--- src/rtl/gcd_pkg.sv ---
// Shared definitions for the lcm_from_gcd block: default width and one-hot FSM state encodings.
package gcd_pkg;

  localparam int unsigned DATA_W_DEF = 32;

  typedef enum logic [4:0] {
    S_IDLE = 5'b00001,
    S_LOAD = 5'b00010,
    S_DIV  = 5'b00100,
    S_MUL  = 5'b01000,
    S_DONE = 5'b10000
  } state_e;

endpackage

--- src/rtl/lcm_divider.sv ---
// Restoring divider producing one quotient bit per step_i, MSB first.
// Caller issues start_i once, then exactly DATA_W step_i cycles with stable divisor_i.
module lcm_divider
  import gcd_pkg::*;
#(
  parameter int unsigned DATA_W = DATA_W_DEF
) (
  input  logic              sys_clk,
  input  logic              sys_rst_n,
  input  logic              start_i,
  input  logic              step_i,
  input  logic [DATA_W-1:0] dividend_i,
  input  logic [DATA_W-1:0] divisor_i,
  output logic [DATA_W-1:0] quotient_o
);

  logic [DATA_W-1:0] dvd_q, dvd_d;
  logic [DATA_W-1:0] rem_q, rem_d;
  logic [DATA_W-1:0] quo_q, quo_d;
  logic [DATA_W:0]   shifted_c;
  logic [DATA_W:0]   divisor_ext_c;

  // One restoring step: bring in the next dividend bit and subtract when it fits.
  always_comb begin
    dvd_d         = dvd_q;
    rem_d         = rem_q;
    quo_d         = quo_q;
    shifted_c     = {rem_q, dvd_q[DATA_W-1]};
    divisor_ext_c = {1'b0, divisor_i};
    if (start_i) begin
      dvd_d = dividend_i;
      rem_d = '0;
      quo_d = '0;
    end else if (step_i) begin
      dvd_d = {dvd_q[DATA_W-2:0], 1'b0};
      if (shifted_c >= divisor_ext_c) begin
        rem_d = DATA_W'(shifted_c - divisor_ext_c);
        quo_d = {quo_q[DATA_W-2:0], 1'b1};
      end else begin
        rem_d = shifted_c[DATA_W-1:0];
        quo_d = {quo_q[DATA_W-2:0], 1'b0};
      end
    end
  end

  always_ff @(posedge sys_clk or negedge sys_rst_n) begin
    if (!sys_rst_n) begin
      dvd_q <= '0;
      rem_q <= '0;
      quo_q <= '0;
    end else begin
      dvd_q <= dvd_d;
      rem_q <= rem_d;
      quo_q <= quo_d;
    end
  end

  assign quotient_o = quo_q;

endmodule

--- src/rtl/lcm_from_gcd.sv ---
// Computes lcm = (a / g) * b from an upstream gcd result using a serial divider
// followed by a serial shift-add multiplier; done pulses one cycle after the DONE state.
module lcm_from_gcd
  import gcd_pkg::*;
#(
  parameter int unsigned DATA_W = DATA_W_DEF
) (
  input  logic              sys_clk,
  input  logic              sys_rst_n,
  input  logic              start,
  input  logic [DATA_W-1:0] a,
  input  logic [DATA_W-1:0] b,
  input  logic [DATA_W-1:0] g,
  output logic              busy,
  output logic              done,
  output logic [DATA_W-1:0] lcm,
  output logic              overflow,
  output logic              div_zero
);

  localparam int unsigned CNT_W = (DATA_W > 1) ? $clog2(DATA_W) : 1;
  localparam logic [CNT_W-1:0] CNT_LAST = CNT_W'(DATA_W - 1);

  state_e              state_q, state_d;
  logic [CNT_W-1:0]    cnt_q, cnt_d;
  logic [DATA_W-1:0]   a_q, a_d;
  logic [DATA_W-1:0]   b_q, b_d;
  logic [DATA_W-1:0]   g_q, g_d;
  logic [2*DATA_W-1:0] acc_q, acc_d;
  logic [DATA_W-1:0]   lcm_q, lcm_d;
  logic                ovf_q, ovf_d;
  logic                dz_q, dz_d;
  logic                busy_q, busy_d;
  logic                done_q, done_d;
  logic                div_start_c;
  logic                div_step_c;
  logic [DATA_W:0]     sum_c;
  logic [DATA_W-1:0]   quo_c;

  lcm_divider #(.DATA_W(DATA_W)) u_divider (
    .sys_clk    (sys_clk),
    .sys_rst_n  (sys_rst_n),
    .start_i    (div_start_c),
    .step_i     (div_step_c),
    .dividend_i (a_q),
    .divisor_i  (g_q),
    .quotient_o (quo_c)
  );

  always_ff @(posedge sys_clk or negedge sys_rst_n) begin
    if (!sys_rst_n) state_q <= S_IDLE;
    else            state_q <= state_d;
  end

  always_comb begin
    state_d = state_q;
    case (state_q)
      S_IDLE: if (start) state_d = S_LOAD;
      S_LOAD: state_d = (g_q == '0) ? S_DONE : S_DIV;
      S_DIV:  if (cnt_q == CNT_LAST) state_d = S_MUL;
      S_MUL:  if (cnt_q == CNT_LAST) state_d = S_DONE;
      S_DONE: state_d = S_IDLE;
      default: state_d = S_IDLE;
    endcase
  end

  // Datapath and registered-output next values; multiplier accumulates into the high half and shifts right.
  always_comb begin
    cnt_d       = cnt_q;
    a_d         = a_q;
    b_d         = b_q;
    g_d         = g_q;
    acc_d       = acc_q;
    lcm_d       = lcm_q;
    ovf_d       = ovf_q;
    dz_d        = dz_q;
    div_start_c = 1'b0;
    div_step_c  = 1'b0;
    sum_c       = {1'b0, acc_q[2*DATA_W-1:DATA_W]} + (b_q[0] ? {1'b0, quo_c} : '0);
    busy_d      = (state_d == S_LOAD) || (state_d == S_DIV) || (state_d == S_MUL);
    done_d      = (state_q == S_DONE);
    case (state_q)
      S_IDLE: begin
        if (start) begin
          a_d = a;
          b_d = b;
          g_d = g;
        end
      end
      S_LOAD: begin
        cnt_d = '0;
        acc_d = '0;
        if (g_q == '0) begin
          lcm_d = '0;
          ovf_d = 1'b0;
          dz_d  = 1'b1;
        end else begin
          div_start_c = 1'b1;
        end
      end
      S_DIV: begin
        div_step_c = 1'b1;
        cnt_d      = (cnt_q == CNT_LAST) ? '0 : cnt_q + CNT_W'(1);
      end
      S_MUL: begin
        acc_d = {sum_c, acc_q[DATA_W-1:1]};
        b_d   = {1'b0, b_q[DATA_W-1:1]};
        cnt_d = (cnt_q == CNT_LAST) ? '0 : cnt_q + CNT_W'(1);
        if (cnt_q == CNT_LAST) begin
          lcm_d = acc_d[DATA_W-1:0];
          ovf_d = |acc_d[2*DATA_W-1:DATA_W];
          dz_d  = 1'b0;
        end
      end
      default: ;
    endcase
  end

  always_ff @(posedge sys_clk or negedge sys_rst_n) begin
    if (!sys_rst_n) begin
      cnt_q  <= '0;
      a_q    <= '0;
      b_q    <= '0;
      g_q    <= '0;
      acc_q  <= '0;
      lcm_q  <= '0;
      ovf_q  <= 1'b0;
      dz_q   <= 1'b0;
      busy_q <= 1'b0;
      done_q <= 1'b0;
    end else begin
      cnt_q  <= cnt_d;
      a_q    <= a_d;
      b_q    <= b_d;
      g_q    <= g_d;
      acc_q  <= acc_d;
      lcm_q  <= lcm_d;
      ovf_q  <= ovf_d;
      dz_q   <= dz_d;
      busy_q <= busy_d;
      done_q <= done_d;
    end
  end

  assign busy     = busy_q;
  assign done     = done_q;
  assign lcm      = lcm_q;
  assign overflow = ovf_q;
  assign div_zero = dz_q;

endmodule
--- config.mk ---
export PLATFORM = sky130hd
export DESIGN_NAME = lcm_from_gcd
export DESIGN_NICKNAME = d
export VERILOG_FILES = /design/src/rtl/gcd_pkg.sv /design/src/rtl/lcm_divider.sv /design/src/rtl/lcm_from_gcd.sv
export SDC_FILE = /design/constraint.sdc
export NUM_CORES = 1
export LEC_CHECK = 0
export BUFFER_PORTS_ARGS = -buffer_cell sky130_fd_sc_hd__buf_2
export CAP_MARGIN = 20
export CELL_PAD_IN_SITES_DETAIL_PLACEMENT = 0
export CELL_PAD_IN_SITES_GLOBAL_PLACEMENT = 1
export CORE_UTILIZATION = 45
export DETAILED_ROUTE_END_ITERATION = 7
export PLACE_DENSITY = 0.84
export SLEW_MARGIN = 10
export SYNTH_ARGS = -nofsm -noshare
export SYNTH_HDL_FRONTEND = slang
export SYNTH_SLANG_ARGS = --single-unit
--- constraint.sdc ---
create_clock -name sys_clk -period 4.6 [get_ports sys_clk]
set_input_delay 0.69 -clock sys_clk [delete_from_list [all_inputs] [get_ports sys_clk]]
set_output_delay 0.69 -clock sys_clk [all_outputs]
set_load 0.02 [all_outputs]
==> results.json, run 1 <==
{
  "internal_power_mw": 6.236,
  "clockBufferDepth": 3,
  "syn_to_final_growth_pct": 13.88,
  "die-area_um2": 35780,
  "cp_cell_sequence": "buf_4, and2_1, ha_1, a21o_1, a31oi_1, a2bb2oi_2, and3b_1, nor3b_1, or3_1, or4_1, nor4_1, and4_1, a21oi_1",
  "max_cap_viol_count": 0,
  "chipWidth_um": 189.2,
  "power_leakage_nw": 8.508,
  "slew_headroom": 0.3121,
  "slowest_delay_ns": 0.53,
  "ys_async_sr_fraction": 1.000,
  "die_h_um": 189.2,
  "setup_viol_count_final": 0,
  "dr_total_vias": 12400,
  "synth_fp_nets": 1869,
  "utilization": 0.5197,
  "wl_per_cell_um": 15.99,
  "drt_wl_total_mm": 36.19,
  "timing.hold.ws_ns": 0.2077,
  "antenna_cells": 0,
  "gp_congestion": 0.8555,
  "synth-seq-cells": 301,
  "final_hold_viol_count": 0,
  "hold_class": "in -> async",
  "synth_edf_count": 0,
  "crit_family": "simple AND/OR/NAND/NOR gates",
  "endpoint_kind": "flip-flop",
  "gr-total-overflow": 0,
  "drc": 0,
  "post_cts_resized": 0,
  "core_um2": 34540,
  "maxSlewViolCount": 0,
  "r2r_slack_ns": 0.57,
  "power.share.clock": 0.289,
  "critical_path_peak_fanout": 25,
  "cp.arrival_ns": 4.40,
  "initial_utilization": 0.4564,
  "syn_area_um2": 15760,
  "numCtsBuffers": 35,
  "r2r-end": "overflow",
  "final_layout_size_suffix_gt1_frac": 0.1421,
  "skew_ns": 0.02119,
  "clk_pin_slew_ns": 0.06,
  "seq_area_frac_synth": 0.4779,
  "synth_warnings": 0,
  "rsz0062_at_grt": "false",
  "fmaxAchievable_mhz": 248.3,
  "drtIter0Drc": 804,
  "powerDensity_nw_per_um2": 528.5,
  "reg2regPathDepth": 13,
  "crit_type": "reg -> reg",
  "h-tree-depth": 2,
  "synth-main-ff-cell": "dfrtp_1",
  "dpl.hpwl_mm": 24.55,
  "startpoint_type": "flip-flop",
  "timing.final.crit_share": 0.8754,
  "layout_min_cycle_time_ns": 4.027,
  "critPathBufInv": 1,
  "post-place-ws_ns": 0.6306,
  "outcome": "completed",
  "post_cts_buffers": 0,
  "p_seq_frac": 0.388,
  "antenna_found_initial": 0,
  "grt.total_usage": 0.2082,
  "combPwrFrac": 0.323,
  "fin_ws_ns": 0.5732,
  "row_count": 68,
  "cts_tree": "done",
  "sw_frac_of_total": 0.3428,
  "ir_drop_mv": 0.4072,
  "nFillCells": 3236,
  "ant_nets": 0,
  "required_ns": 4.98,
  "io_buffers": 134,
  "grt_pass1_wl_mm": 61.60,
  "p_total_mw": 9.489,
  "tightest_slew_ns": 1.032,
  "cts_sinks": 301,
  "routed_via_density": 5.477,
  "nNetsFinal": 1957,
  "avgSynthCellArea_um2": 9.262,
  "synthDistinctLibCells": 68,
  "switchingPower_mw": 3.253,
  "synthCells": 1702,
  "grt_max_degree": 116,
  "grt_pass1_vias": 12260,
  "worstReg2RegStart": "b_q[0]",
  "final.setup.tns_ns": 0,
  "hold_buffers": 0,
  "root_buffer": "clkbuf_16",
  "clk_latency_ns": 0.53,
  "crit_path_top_delay_cell": "or4_1",
  "dr.pass1.iters": 7,
  "num_io_pins": 135
}
==> cell type report <==
class | instances | area [um2] | share of cell area
Clock buffer | 45 | 953.4 | 0.05311
Clock inverter | 11 | 176.4 | 0.009827
Inverter | 52 | 195.2 | 0.01087
Tap cell | 455 | 569.3 | 0.03171
Multi-Input combinational cell | 1251 | 7681 | 0.4279
Sequential cell | 301 | 7533 | 0.4196
Timing Repair Buffer | 149 | 843.3 | 0.04698
==> cells by family after synthesis <==
group           count (synthesis)  share of synthesized area
compound gates                427                     0.1705
fa+ha+maj                      68                    0.05492
simple gates                  605                     0.1653
flops                         301                     0.4779
xor+xnor                       56                    0.03111
buf+inv                       150                    0.03699
mux                            95                    0.06326
==> worst max path at each step <==
| stage | end | slack [ns] | from | depth (start not counted) |
|---|---|---|---|---|
| finish | overflow | 0.57 | b_q[0] | 13 |
| global route | overflow | 0.32 | b_q[0] | 14 |
| CTS | overflow | 0.59 | b_q[0] | 13 |
| detailed placement | overflow | 0.63 | b_q[0] | 13 |
| global placement | overflow | 0.77 | b_q[0] | 13 |
| floorplan | overflow | 1.27 | b_q[0] | 14 |
==> power by group through the flow <==
stage               clock (mW)  sequential, mW  combinational (mW)
floorplan                    0            3.60                2.41
global placement             0            3.71                3.00
detailed placement           0            3.72                3.08
CTS                       2.80            3.69                3.10
global route              2.91            3.76                3.45
finish                    2.74            3.68                3.07
==> Yosys cell counts, types with 9 or more instances <==
library cell / count / area (um2)
xor2_1: 17 / 148.9
mux2_2: 37 / 416.7
inv_1: 52 / 195.2
nor3_1: 14 / 70.07
a21o_1: 27 / 202.7
nor2_1: 41 / 153.9
and2_1: 34 / 212.7
xnor2_1: 39 / 341.6
nor4_1: 13 / 81.33
a21oi_1: 59 / 295.3
ha_1: 66 / 825.8
a22o_1: 22 / 192.7
clkbuf_1: 86 / 322.8
o22ai_1: 13 / 81.33
o21ai_1: 16 / 80.08
nand2_1: 417 / 1565
a22oi_1: 31 / 232.7
dfrtp_1: 300 / 7507
nor2b_1: 9 / 56.30
o21ai_0: 171 / 855.8
o21a_1: 12 / 90.09
nand3_1: 34 / 170.2
mux2i_1: 58 / 580.6
==> sequential cells by signal (all words and copies together) (netlist names) <==
name and cells:
u_divider.rem_q 32, cnt_q 5, g_q 32, overflow 1, done 1, a_q 32, u_divider.quotient_o 32, lcm 32
u_divider.dvd_q 32, busy 1, state_q 5, acc_q 63, div_zero 1, b_q 32
==> per-stage QoR <==
stage          instance area (um2)  std cells
4_1_cts                      17930       2263
6_report                     17950       2264
2_1_floorplan                15760       1702
5_1_grt                      17950       2264
3_5_place_dp                 16800       2207
3_3_place_gp                 16800       2207
==> placed cells by master (no fill, tap or decap), types with 5 or more instances in the layout <==
cell type  instances
o2111ai_1          7
buf_2            133
nand4_1            8
a22oi_1           31
o21ai_1           16
o21bai_1           5
clkbuf_16         35
or3_1              6
mux2_2            37
a41oi_1            5
a211oi_1           6
nand3_1           33
clkbuf_1           6
inv_1             52
nand2_1          416
a21boi_0           6
o22ai_1           13
a21o_1            27
and3_1             5
buf_4             11
o21a_1            12
o211ai_1           6
xor2_1            17
a31oi_1            8
ha_1              66
o21ai_0          171
nor2b_1            9
nor2_1            39
nor3_1            13
and2_1            33
nand2b_1           6
xnor2_1           39
a22o_1            22
nor4_1            13
a21oi_1           59
mux2i_1           58
dfrtp_1          300
==> metal layers <==
layer  part of all wire  up-vias  GRT usage
met4              0.026        0    0.06266
met1               0.48     6006     0.2947
met3              0.040       66    0.03003
met2               0.45      236     0.3309
li1                   -     6093          -
met5                  0        -          0
Power figures use the tool's default switching activity.
==> inputs of run 2 (changes only) <==
--- a/config.mk
+++ b/config.mk
@@ -9,9 +9,9 @@
 export CAP_MARGIN = 20
 export CELL_PAD_IN_SITES_DETAIL_PLACEMENT = 0
 export CELL_PAD_IN_SITES_GLOBAL_PLACEMENT = 1
-export CORE_UTILIZATION = 45
+export CORE_UTILIZATION = 47
 export DETAILED_ROUTE_END_ITERATION = 7
-export PLACE_DENSITY = 0.84
+export PLACE_DENSITY = 0.87
 export SLEW_MARGIN = 10
 export SYNTH_ARGS = -nofsm -noshare
 export SYNTH_HDL_FRONTEND = slang
==> results.json, run 2 (synthesized netlist as in run 1, its figures left out) <==
{
  "setup_viol_count_final": 0,
  "p_seq_frac": 0.390,
  "ant_nets": 0,
  "cts_tree": "done",
  "critPathBufInv": 1,
  "grt.met3_usage": 0.03480,
  "internal_power_mw": 6.229,
  "core_um2": 32780,
  "grt_use_met1": 0.3036,
  "drtIter0Drc": 788,
  "maxSlewViolCount": 0,
  "finish.instance_area_um2": 17930,
  "worstReg2RegStart": "b_q[0]",
  "final_hold_viol_count": 0,
  "drc": 0,
  "clk_pin_slew_ns": 0.06,
  "timing.final.crit_share": 0.8845,
  "syn_to_final_growth_pct": 13.72,
  "top_register": "acc_q",
  "cp_cell_sequence": "buf_4, and2_1, ha_1, a211o_1, a21oi_1, and2_1, and3b_1, nor3b_1, or3_1, or4_1, nor4_1, and4_1, a21oi_1",
  "nFillCells": 2982,
  "dpl_cell_area_um2": 16780,
  "grt_max_degree": 116,
  "dr.pass1.iters": 5,
  "endpoint_kind": "flip-flop",
  "layout.cells.non_filler": 2254,
  "hold_class": "in -> async",
  "p_total_mw": 9.456,
  "startpoint_type": "flip-flop",
  "post_cts_resized": 0,
  "chipWidth_um": 185.1,
  "multi_input_area_um2": 7681,
  "outcome": "completed",
  "crit_path_top_delay_cell": "or4_1",
  "combPwrFrac": 0.322,
  "die_h_um": 185.1,
  "dp.cells": 2193,
  "seqCellArea_um2": 7533,
  "antenna_found_initial": 1,
  "final_layout_size_suffix_gt1_frac": 0.1419,
  "ir_drop_mv": 0.4325,
  "switchingPower_mw": 3.227,
  "required_ns": 4.97,
  "io_buffers": 134,
  "final_common_cell": "nand2_1",
  "gr-total-overflow": 0,
  "utilization": 0.5468,
  "clockBufferDepth": 3,
  "numCtsBuffers": 34,
  "slowest_delay_ns": 0.54,
  "grt_pass1_vias": 12110,
  "r2r-end": "overflow",
  "h-tree-depth": 2,
  "nNetsFinal": 1955,
  "fmaxAchievable_mhz": 245.8,
  "post_cts_buffers": 0,
  "die-area_um2": 34280,
  "crit_family": "simple AND/OR/NAND/NOR gates",
  "routed_via_density": 5.479,
  "clk_latency_ns": 0.51,
  "rsz0062_at_grt": "false",
  "r2r_slack_ns": 0.53,
  "powerDensity_nw_per_um2": 527.5,
  "initial_utilization": 0.4808,
  "cp.arrival_ns": 4.44,
  "wl_per_cell_um": 15.94,
  "critical_path_peak_fanout": 23,
  "power.share.clock": 0.288,
  "row_count": 66,
  "dpl.hpwl_mm": 24.20,
  "hold_buffers": 0,
  "reg2regPathDepth": 13,
  "sw_frac_of_total": 0.3413,
  "final.setup.tns_ns": 0,
  "dr_total_vias": 12350,
  "num_io_pins": 135,
  "post-place-ws_ns": 0.6149,
  "timing.hold.ws_ns": 0.2073,
  "largest_reg_flops": 63,
  "power_leakage_nw": 8.508,
  "slew_headroom": 0.3728,
  "cts_sinks": 301,
  "grt-busiest-layer": "met2",
  "drt_wl_total_mm": 35.93,
  "grt.total_usage": 0.2170,
  "max_cap_viol_count": 0,
  "gp_congestion": 0.8943,
  "skew_ns": 0.01182,
  "tightest_slew_ns": 0.9408,
  "root_buffer": "clkbuf_16",
  "final_cell_mix": "416 x nand2_1, 300 x dfrtp_1, 171 x o21ai_0",
  "crit_type": "reg -> reg",
  "grt_pass1_wl_mm": 60.56,
  "met2_usage": 0.3499,
  "layout_min_cycle_time_ns": 4.069,
  "fin_ws_ns": 0.5314
}
run 2: cell count changes in the layout (fill, tap and decap cells not counted):
cell       before  now
clkbuf_1        6    8
buf_4          11   10
clkinv_16       1    0
clkinv_8        1    0
diode_2         0    1
clkinv_2        3    4
buf_12          4    3
bufinv_16       3    2
clkinv_4        1    0
buf_16          0    1
inv_16          0    1
clkbuf_8        4    7
run 2: worst register-to-register path, delay by kind of cell, from the launching register on:
| kind | cells | cell delay, ns |
|---|---|---|
| compound gates | 3 | 0.59 |
| fa+ha+maj | 1 | 0.41 |
| buf+inv | 1 | 0.26 |
| flops | 1 | 0.48 |
| simple gates | 8 | 2.20 |
run 2: power by group through the flow:
stage | Sequential, mW | Combinational, mW | Clock (mW)
after detailed placement | 3.73 | 3.05 | 0
after global placement | 3.70 | 2.99 | 0
after floorplan | 3.60 | 2.41 | 0
after CTS | 3.69 | 3.08 | 2.79
after global routing | 3.77 | 3.43 | 2.89
final | 3.69 | 3.05 | 2.72
run 2: how the worst max path moves through the flow:
stage / from / to / slack (ns) / cells after the start
2_1_floorplan: b_q[0] / overflow / 1.27 / 14
3_3_place_gp: b_q[0] / overflow / 0.74 / 13
3_5_place_dp: b_q[0] / overflow / 0.61 / 13
4_1_cts: b_q[0] / overflow / 0.55 / 13
5_1_grt: b_q[0] / overflow / 0.22 / 13
6_report: b_q[0] / overflow / 0.53 / 13
run 2: area by class of cell:
class                   count  share of cell area
well taps                 442             0.03085
multi-input cells        1251              0.4285
inverters                  52             0.01089
clock buffers              50             0.05590
clock inverters             9            0.006491
repair buffers            148             0.04704
diodes                      1           0.0001396
flip-flops and latches    301              0.4202
run 2: layer usage:
metal / up-vias / share of wire
met4: 0 / 0.022
met3: 60 / 0.046
li1: 6086 / -
met1: 5956 / 0.47
met5: - / 0
met2: 247 / 0.46
==> inputs of run 3 (changes only) <==
--- a/config.mk
+++ b/config.mk
@@ -9,9 +9,10 @@
 export CAP_MARGIN = 20
 export CELL_PAD_IN_SITES_DETAIL_PLACEMENT = 0
 export CELL_PAD_IN_SITES_GLOBAL_PLACEMENT = 1
-export CORE_UTILIZATION = 47
+export CORE_UTILIZATION = 45
 export DETAILED_ROUTE_END_ITERATION = 7
-export PLACE_DENSITY = 0.87
+export GPL_TIMING_DRIVEN = 0
+export PLACE_DENSITY = 0.84
 export SLEW_MARGIN = 10
 export SYNTH_ARGS = -nofsm -noshare
 export SYNTH_HDL_FRONTEND = slang
==> results.json, run 3 (synthesized netlist as in run 1, its figures left out) <==
{
  "multi_input_area_um2": 7647,
  "die-area_um2": 35780,
  "finish.instance_area_um2": 18320,
  "routed_via_density": 5.458,
  "critical_path_peak_fanout": 10,
  "endpoint_kind": "flip-flop",
  "die_h_um": 189.2,
  "numCtsBuffers": 35,
  "drt_wl_total_mm": 39.56,
  "io_buffers": 134,
  "post_cts_resized": 0,
  "core_um2": 34540,
  "gr-total-overflow": 0,
  "grt_pass1_vias": 12730,
  "largest_reg_flops": 63,
  "nFillCells": 3275,
  "dpl.hpwl_mm": 28.89,
  "p_total_mw": 9.875,
  "fmaxAchievable_mhz": 232.6,
  "wl_per_cell_um": 16.79,
  "drtIter0Drc": 686,
  "timing.hold.ws_ns": 0.2072,
  "antenna_cells": 0,
  "chipWidth_um": 189.2,
  "ir_drop_mv": 0.3732,
  "clk_pin_slew_ns": 0.06,
  "cts_sinks": 301,
  "dp.cells": 2293,
  "tightest_slew_ns": 0.8556,
  "row_count": 68,
  "final_common_cell": "nand2_1",
  "power_leakage_nw": 8.642,
  "ant_nets": 0,
  "h-tree-depth": 2,
  "timing.final.crit_share": 0.9345,
  "skew_ns": 0.01621,
  "initial_utilization": 0.4564,
  "cp.arrival_ns": 4.70,
  "grt_pass1_wl_mm": 65.16,
  "clockBufferDepth": 3,
  "antenna_found_initial": 0,
  "startpoint_type": "flip-flop",
  "layout_min_cycle_time_ns": 4.299,
  "dr_total_vias": 12860,
  "syn_to_final_growth_pct": 16.24,
  "final_cell_mix": "417 x nand2_1, 300 x dfrtp_1, 171 x o21ai_0",
  "layout.cells.non_filler": 2357,
  "dr.pass1.iters": 5,
  "dpl_cell_area_um2": 17070,
  "gp_congestion": 0.8955,
  "rsz0062_at_grt": "false",
  "seqCellArea_um2": 7533,
  "crit_type": "reg -> reg",
  "max_cap_viol_count": 0,
  "top_register": "acc_q",
  "cts_tree": "done",
  "clk_latency_ns": 0.53,
  "root_buffer": "clkbuf_16",
  "final_layout_size_suffix_gt1_frac": 0.1325,
  "nNetsFinal": 2042,
  "setup_viol_count_final": 0,
  "final_hold_viol_count": 0,
  "slew_headroom": 0.4296,
  "outcome": "completed",
  "maxSlewViolCount": 0,
  "post_cts_buffers": 0,
  "hold_buffers": 0,
  "drc": 0,
  "hold_class": "in -> async",
  "grt_max_degree": 110,
  "num_io_pins": 135,
  "grt.total_usage": 0.2261,
  "required_ns": 5.00,
  "powerDensity_nw_per_um2": 538.9
}
run 3: cell count changes in the layout (fill, tap and decap cells not counted), sizes merged:
cell	change
bufinv	+4
clkbuf	+77
diode	-1
inv	-1
clkinv	+9
clkinvlp	+2
run 3: report_power, final:
part           total, mW  switching, mW  internal (mW)  leakage, nW
clock network       2.99           1.18           1.82        0.614
logic               3.20           1.87           1.32         4.07
registers           3.68          0.388           3.29         3.96
total               9.87           3.44           6.44         8.64
run 3: critical path, stage by stage (launching register included):
cell and delay, ns:
dfrtp_1 0.46, clkbuf_1 0.33, nand2_1 0.16, inv_1 0.08, ha_1 0.22, a211oi_1 0.43, o211ai_1 0.28, a2bb2oi_2 0.32
and3b_1 0.21, nor3b_1 0.06, or3_1 0.38, or4_1 0.53, nor4_1 0.35, and4_1 0.32, a21oi_1 0.06
run 3: worst paths after layout:
kind	from	slack [ns]	depth (start not counted)	end
setup / recovery	b_q[0]	0.30	14	overflow
hold / removal	sys_rst_n	0.21	1	lcm[18]
setup reg to reg	b_q[0]	0.30	14	overflow
hold reg to reg	lcm[21]	0.47	2	lcm[21]
max in group asynchronous	sys_rst_n	3.35	2	u_divider.rem_q[9]
min in group sys_clk	g[15]	0.36	3	g_q[15]
run 3: final cells by class:
type	instances	area share
well taps	455	0.03107
inverters	52	0.01065
repair buffers	136	0.04015
multi-input cells	1251	0.4173
clock inverters	23	0.01728
clock buffers	41	0.05121
plain buffers	98	0.02117
flip-flops and latches	301	0.4111
run 3: metrics by stage:
step / worst slack, ns / TNS [ns] / util
4_1_cts: 0.2796 / 0 / 0.5305
6_report: 0.3011 / 0 / 0.5305
3_5_place_dp: 0.2915 / 0 / 0.4941
2_1_floorplan: 1.273 / 0 / -
5_1_grt: 0.04435 / 0 / 0.5305
3_3_place_gp: -2.821 / -833.74 / 0.4922
run 3: per-layer routing:
metal | share of wire | up-vias | global-route usage
met3 | 0.043 | 61 | 0.02836
met4 | 0.024 | 0 | 0.07010
met5 | 0 | - | 0
met1 | 0.46 | 6277 | 0.3085
met2 | 0.48 | 264 | 0.3751
li1 | - | 6262 | -
